$ cat src/rtl/seq_cfg_scheduler.sv
// Command scheduler: CPU writes queue tone/sweep codes in a small FIFO and an FSM
// issues each one as SETUP -> one-cycle STROBE -> HOLD. Optional SEQ_CFG_COALESCE_EN.
module seq_cfg_scheduler #(
    parameter int FIFO_DEPTH = 4,
    parameter int HOLD_CYC   = 2
) (
    input  logic       clk,
    input  logic       rst,
    input  logic       sel,
    input  logic       we,
    input  logic [1:0] addr,
    input  logic [7:0] data_in,
    output logic [7:0] data_out,
    output logic [7:0] freqin,
    output logic       sel_snd,
    output logic       sel_loop,
    output logic [7:0] kbd_out
);
    localparam int         PW        = $clog2(FIFO_DEPTH);
    localparam logic [3:0] DEPTH_C   = 4'(FIFO_DEPTH);
    localparam logic [7:0] HOLD_LAST = 8'(HOLD_CYC - 1);

    typedef enum logic [1:0] {IDLE, SETUP, STROBE, HOLD} state_t;
    typedef struct packed {
        logic       is_sweep;
        logic [3:0] code;
    } cmd_t;

    // Handshake: a CPU write (sel & we) is a single-cycle request that is always
    // accepted in the cycle it is presented; there is no ready/backpressure.
    // sel_snd/sel_loop are one-cycle fire-and-forget pulses with freqin already stable.
    state_t        state;
    cmd_t          fifo_mem [FIFO_DEPTH];
    cmd_t          push_cmd;
    cmd_t          head;
    logic [PW-1:0] wr_ptr;
    logic [PW-1:0] rd_ptr;
    logic [3:0]    count;
    logic [3:0]    last_tone;
    logic [3:0]    last_sweep;
    logic [7:0]    hold_cnt;
    logic          err;
    logic          ovf;
    logic          busy;
    logic          cur_sweep;
    logic          wr_en;
    logic          tone_ok;
    logic          tone_bad;
    logic          sweep_ok;
    logic          sweep_bad;
    logic          push_req;
    logic          coalesce;
    logic          push_ok;
    logic          overflow;
    logic          pop;

    assign wr_en     = sel & we;
    assign tone_ok   = wr_en && (addr == 2'd0) && (data_in <= 8'd15);
    assign tone_bad  = wr_en && (addr == 2'd0) && (data_in > 8'd15);
    assign sweep_ok  = wr_en && (addr == 2'd1) && (data_in <= 8'd7);
    assign sweep_bad = wr_en && (addr == 2'd1) && (data_in > 8'd7);
    assign push_req  = tone_ok | sweep_ok;
    assign push_cmd  = {sweep_ok, data_in[3:0]};
    assign head      = fifo_mem[rd_ptr];
    assign pop       = (state == IDLE) && (count != 4'd0);
    assign busy      = (state != IDLE);

`ifdef SEQ_CFG_COALESCE_EN
    logic [PW-1:0] newest_idx;
    assign newest_idx = wr_ptr - PW'(1);
    // The newest entry only counts if it survives this cycle's pop.
    assign coalesce = push_req && (count > {3'b000, pop}) &&
                      (fifo_mem[newest_idx].is_sweep == push_cmd.is_sweep);
`else
    assign coalesce = 1'b0;
`endif

    // A pop in the same cycle frees a slot, so a push into a full FIFO still lands.
    assign push_ok  = push_req && !coalesce && ((count != DEPTH_C) || pop);
    assign overflow = push_req && !coalesce && !push_ok;

    always_ff @(posedge clk) begin
        if (push_ok) begin
            fifo_mem[wr_ptr] <= push_cmd;
        end
`ifdef SEQ_CFG_COALESCE_EN
        if (coalesce) begin
            fifo_mem[newest_idx].code <= push_cmd.code;
        end
`endif
    end

    always_ff @(posedge clk) begin
        if (rst) begin
            wr_ptr <= '0;
            rd_ptr <= '0;
            count  <= 4'd0;
        end else begin
            if (push_ok) wr_ptr <= wr_ptr + PW'(1);
            if (pop)     rd_ptr <= rd_ptr + PW'(1);
            case ({push_ok, pop})
                2'b10:   count <= count + 4'd1;
                2'b01:   count <= count - 4'd1;
                default: count <= count;
            endcase
        end
    end

    always_ff @(posedge clk) begin
        if (rst) begin
            err     <= 1'b0;
            ovf     <= 1'b0;
            kbd_out <= 8'd0;
        end else begin
            if (wr_en && (addr == 2'd3)) begin
                err <= 1'b0;
                ovf <= 1'b0;
            end else begin
                if (tone_bad || sweep_bad) err <= 1'b1;
                if (overflow)              ovf <= 1'b1;
            end
            if (wr_en && (addr == 2'd2)) kbd_out <= data_in;
        end
    end

    always_ff @(posedge clk) begin
        if (rst) begin
            state      <= IDLE;
            freqin     <= 8'd0;
            sel_snd    <= 1'b0;
            sel_loop   <= 1'b0;
            hold_cnt   <= 8'd0;
            cur_sweep  <= 1'b0;
            last_tone  <= 4'd0;
            last_sweep <= 4'd0;
        end else begin
            sel_snd  <= 1'b0;
            sel_loop <= 1'b0;
            case (state)
                IDLE: begin
                    if (pop) begin
                        freqin    <= {4'b0000, head.code};
                        cur_sweep <= head.is_sweep;
                        if (head.is_sweep) last_sweep <= head.code;
                        else               last_tone  <= head.code;
                        state     <= SETUP;
                    end
                end
                SETUP: begin
                    sel_snd  <= !cur_sweep;
                    sel_loop <= cur_sweep;
                    state    <= STROBE;
                end
                STROBE: begin
                    hold_cnt <= 8'd0;
                    state    <= HOLD;
                end
                HOLD: begin
                    if (hold_cnt == HOLD_LAST) state <= IDLE;
                    else                       hold_cnt <= hold_cnt + 8'd1;
                end
                default: state <= IDLE;
            endcase
        end
    end

    always_comb begin
        data_out = 8'd0;
        case (addr)
            2'd0:    data_out = {4'b0000, last_tone};
            2'd1:    data_out = {4'b0000, last_sweep};
            2'd2:    data_out = kbd_out;
            default: data_out = {busy, 2'b00, count[2:0], ovf, err};
        endcase
    end
endmodule

$ cat config.mk
export PLATFORM = sky130hd
export DESIGN_NAME = seq_cfg_scheduler
export DESIGN_NICKNAME = d
export VERILOG_FILES = /design/src/rtl/seq_cfg_scheduler.sv
export SDC_FILE = /design/constraint.sdc
export NUM_CORES = 1
export LEC_CHECK = 0
export CORE_UTILIZATION = 35
export CTS_CLUSTER_SIZE = 20
export DETAILED_ROUTE_END_ITERATION = 10
export GPL_TIMING_DRIVEN = 0
export HOLD_SLACK_MARGIN = 0.05
export PLACE_DENSITY_LB_ADDON = 0.12
export SLEW_MARGIN = 20
export SYNTH_ARGS = -nofsm -noshare
export SYNTH_HDL_FRONTEND = slang
export SYNTH_SLANG_ARGS = --single-unit
$ cat constraint.sdc
create_clock -name clk -period 5.4 [get_ports clk]
set_input_delay 0.81 -clock clk [delete_from_list [all_inputs] [get_ports clk]]
set_output_delay 0.81 -clock clk [all_outputs]
set_load 0.02 [all_outputs]
==> results.md <==
Run status:
- The flow ran to the end, and the final reports show no timing, DRC or antenna violations.

CTS:
- After clock tree synthesis, the setup repair step added 0 buffers.
- The clock latency reported for the late side of the worst-skew pair is 0.34 ns.
- The number of buffers created by CTS is 9.
- The number of H-tree levels is 3.
- The hold-fix buffer count after cts is 0.
- The total number of clock tree sinks is 65.
- The clock transition at the registers of the reported paths is 0.08 ns.
- The longest clock path from root to sink contains 2 buffers.
- The buffer type at the clock tree root is sky130_fd_sc_hd__clkbuf_8.
- The number of cells upsized or downsized after cts is 0.
- TritonCTS built the clock tree.

Die:
- Measured along the y axis, the die boundary spans 94.6 µm.
- The die covers 8950 µm².
- The area of the core is 8260 µm².
- The number of I/O pins is 40.
- The die extent in x is 94.6 µm.
- The floorplan has 33 rows.
- The starting density of the core is 36.3%.

STA:
- The number of endpoints with negative hold slack in the final report came to 0.
- Timing would allow up to 0.263 GHz.
- In this run the tightest slew margin relative to its limit is 55.5%.
- The final setup violation count is 0.
- Setup repair after global routing left no endpoint under its margin.
- The final count of pins violating max slew is 0.
- The smallest clock period supported by the final layout is computed as 3.80 ns.
- After routing, the total negative slack on setup checks comes to 0 ns.
- The final worst-path cycle share is 70.3%.
- Clock skew on the completed layout was measured at 0.0117 ns.
- At the pin with the least slew margin, the transition time is 0.666 ns.

Layout:
- Cells with a size suffix above 1 make up 12.7% of the layout.
- The post-route non-filler standard cell count is 437.
- The final instance area is 3680 µm².
- Once layout is complete, the utilization of the core stands at 44.5%.
- The number of antenna diodes is 0.
- At the end of the flow, the number of nets in the layout was 354.
- The most common library cell in the layout ignoring fill and taps is sky130_fd_sc_hd__dfxtp_1.
- The top cell types in the final layout, fill and taps aside, are sky130_fd_sc_hd__dfxtp_1, sky130_fd_sc_hd__nand2_1, sky130_fd_sc_hd__clkdlybuf4s50_1, sky130_fd_sc_hd__nor2_1, sky130_fd_sc_hd__a21oi_1.
- From synthesis to final layout, the design area changed by 22.5%.

Synth:
- The main flop type after synthesis is sky130_fd_sc_hd__dfxtp_1.
- The share of synthesized area in the top cell type comes to 30.0%.
- The biggest area consumer among synthesized cells is sky130_fd_sc_hd__dfxtp_1.
- Yosys mapped a number of flops with a built-in enable equal to 20.
- The per-instance average area after synthesis is 10.7 µm².
- Of all flip-flops after synthesis, the portion carrying an async set or reset was 0%.
- Synthesis produced 280 cells.
- Summing every instance area after synthesis gives 3000 µm².
- The sequential share of the synthesized area is 50.0%.
- For this run, the number of Yosys warnings is 0.
- In the post-synthesis netlist, the biggest area contributors are sky130_fd_sc_hd__dfxtp_1, sky130_fd_sc_hd__edfxtp_1, sky130_fd_sc_hd__mux4_2, sky130_fd_sc_hd__ha_1, sky130_fd_sc_hd__nand2_1.
- The number of distinct standard cells referenced by the synthesized netlist is 53.
- After synthesis the netlist holds a flip-flop and latch count of 65.

Global routing:
- The global route total overflow is 0.
- The number of global-route vias before repair is 2126.
- Global routing used 16.3% of the available tracks.
- Entering global routing, the biggest net connects 14 pins.
- The first global-routing pass estimated 10.8 mm of wire.
- The number of antenna violations at the first check in global routing came to 0.

Setup path:
- The worst register-to-register path begins at count[0].
- The start-to-end type of the worst setup path is input pin to output port.
- Along the worst path, the maximum fanout reaches 10.
- The slack of the worst reg-to-reg path is 2.60 ns.
- The length in cells of the worst reg-to-reg path is 9.
- The worst setup path is captured at an output port.
- Data arrives at the worst endpoint at 2.99 ns.
- The endpoint of the most critical setup path is data_out[3].
- The worst register-to-register path ends at count[2].
- In this run the worst setup path begins at addr[0].
- The type of origin of the critical path is an input pin.
- Data on the critical path is required at its endpoint by 4.59 ns.

Place:
- The HPWL after detailed placement is 4.74 mm.
- After detailed placement, the total cell area comes to 3470 µm².
- The number of port buffers is 33.
- The placed instance count is 421.
- The final RePlAce weighted congestion is 0.804.

Power and ir drop:
- The cell leakage power is 1.34 nW.
- The power per cell area is 350 nW/µm².
- IR analysis of the VDD net gives a maximum drop of 128 µV.
- The total power is 0.00129 W.

Drt:
- The number of DRC markers after the initial detailed-route iteration is 99.
- The routed design has 6.54 mm of wire.
- The detailed-route vias per instance is 4.86.
- The count of nets left with antenna violations once routing finished came out at 0.
- The total number of vias is 2122.
- Before antenna repair, the detailed router went through 4 iterations.
- The post-detailed-route DRC marker count is 0.
- Dividing the detail-routed wire length by the instance count gives 15.0 µm.

Run:
- The tool flagged a number of max-cap violations equal to 0.

Min path:
- The worst hold path belongs to the class flop to flop.
==> sequential cells by signal (all words and copies together) (netlist names), 4 cells and up, named ones only <==
signal,cells
freqin,4
last_sweep,4
kbd_out,8
last_tone,4
fifo_mem,20
count,4
hold_cnt,8
==> critical path: stages <==
cell and delay, ns:
sky130_fd_sc_hd__clkdlybuf4s50_1 0.50, sky130_fd_sc_hd__clkbuf_1 0.48, sky130_fd_sc_hd__mux4_1 0.64, sky130_fd_sc_hd__clkdlybuf4s50_1 0.55
==> Yosys cell counts, drive strengths merged, types with 2 or more instances <==
cell and count:
dfxtp 45, nand2 37, nor2 26, a21oi 21, edfxtp 20, ha 13
mux2i 11, mux4 9, buf 8, clkbuf 8, inv 8, o21ai 8
and2 7, nand3 6, nor2b 6, xor2 5, nand2b 3, nor3b 3
or3 3, xnor2 3, and3b 2, nor3 2, nor4 2, o21a 2
or2 2, or3b 2
==> cell type report <==
class                   count  area (µm²)
multi-input cells         194        1400
clock buffers               9         124
repair buffers             33         330
clock inverters             7        77.6
fillers                   842        4580
inverters                   8        30.0
plain buffers              16        86.3
flip-flops and latches     65        1500
well taps                 105         131
==> worst min-delay path by stage <==
| stage | startpoint | end | slack (ns) | cells after the start |
|---|---|---|---|---|
| 2_1_floorplan | cur_sweep | sel_snd | 0.41 | 1 |
| 6_report | freqin[3] | freqin[3] | 0.46 | 2 |
| 4_1_cts | freqin[3] | freqin[3] | 0.46 | 2 |
| 3_5_place_dp | cur_sweep | sel_snd | 0.44 | 1 |
| 5_1_grt | freqin[3] | freqin[3] | 0.48 | 2 |
| 3_3_place_gp | freqin[3] | freqin[3] | 0.44 | 2 |
==> routing by layer <==
layer / part of all wire (%) / vias up / wire length, µm / global-route usage, %
li1: - / 1068 / - / -
met4: 1.2 / 0 / 79 / 5.81
met2: 44 / 49 / 2860 / 24.9
met1: 51 / 998 / 3350 / 22.6
met5: 0 / - / 0 / 0
met3: 3.9 / 7 / 254 / 3.46
==> power by group <==
group          internal, W  switching (W)  leakage, nW
sequential        0.000535      0.0000243        0.536
combinational     0.000142       0.000164        0.718
clock             0.000216       0.000205       0.0885
==> cell families (layout without fill, tap and decap cells) <==
group / count (synthesis) / in the layout / share of synthesized area, %
and+or+nand+nor: 104 / 104 / 17.5
adders and majority gates: 13 / 13 / 5.42
buffers and inverters: 24 / 73 / 3.88
AOI/OAI and AO/OA: 44 / 44 / 9.84
DFF: 65 / 65 / 50.0
muxes: 21 / 21 / 10.9
other: 1 / 4 / 0.125
xor gates and xnor gates: 8 / 8 / 2.33
==> stage by stage <==
stage / worst slack, ns / hold WS (ns)
6_report: 1.60 / 0.459
5_1_grt: 1.47 / 0.484
4_1_cts: 1.58 / 0.459
3_5_place_dp: 1.58 / 0.445
3_3_place_gp: 1.57 / 0.443
2_1_floorplan: 2.48 / 0.414
Power figures use the tool's default switching activity.
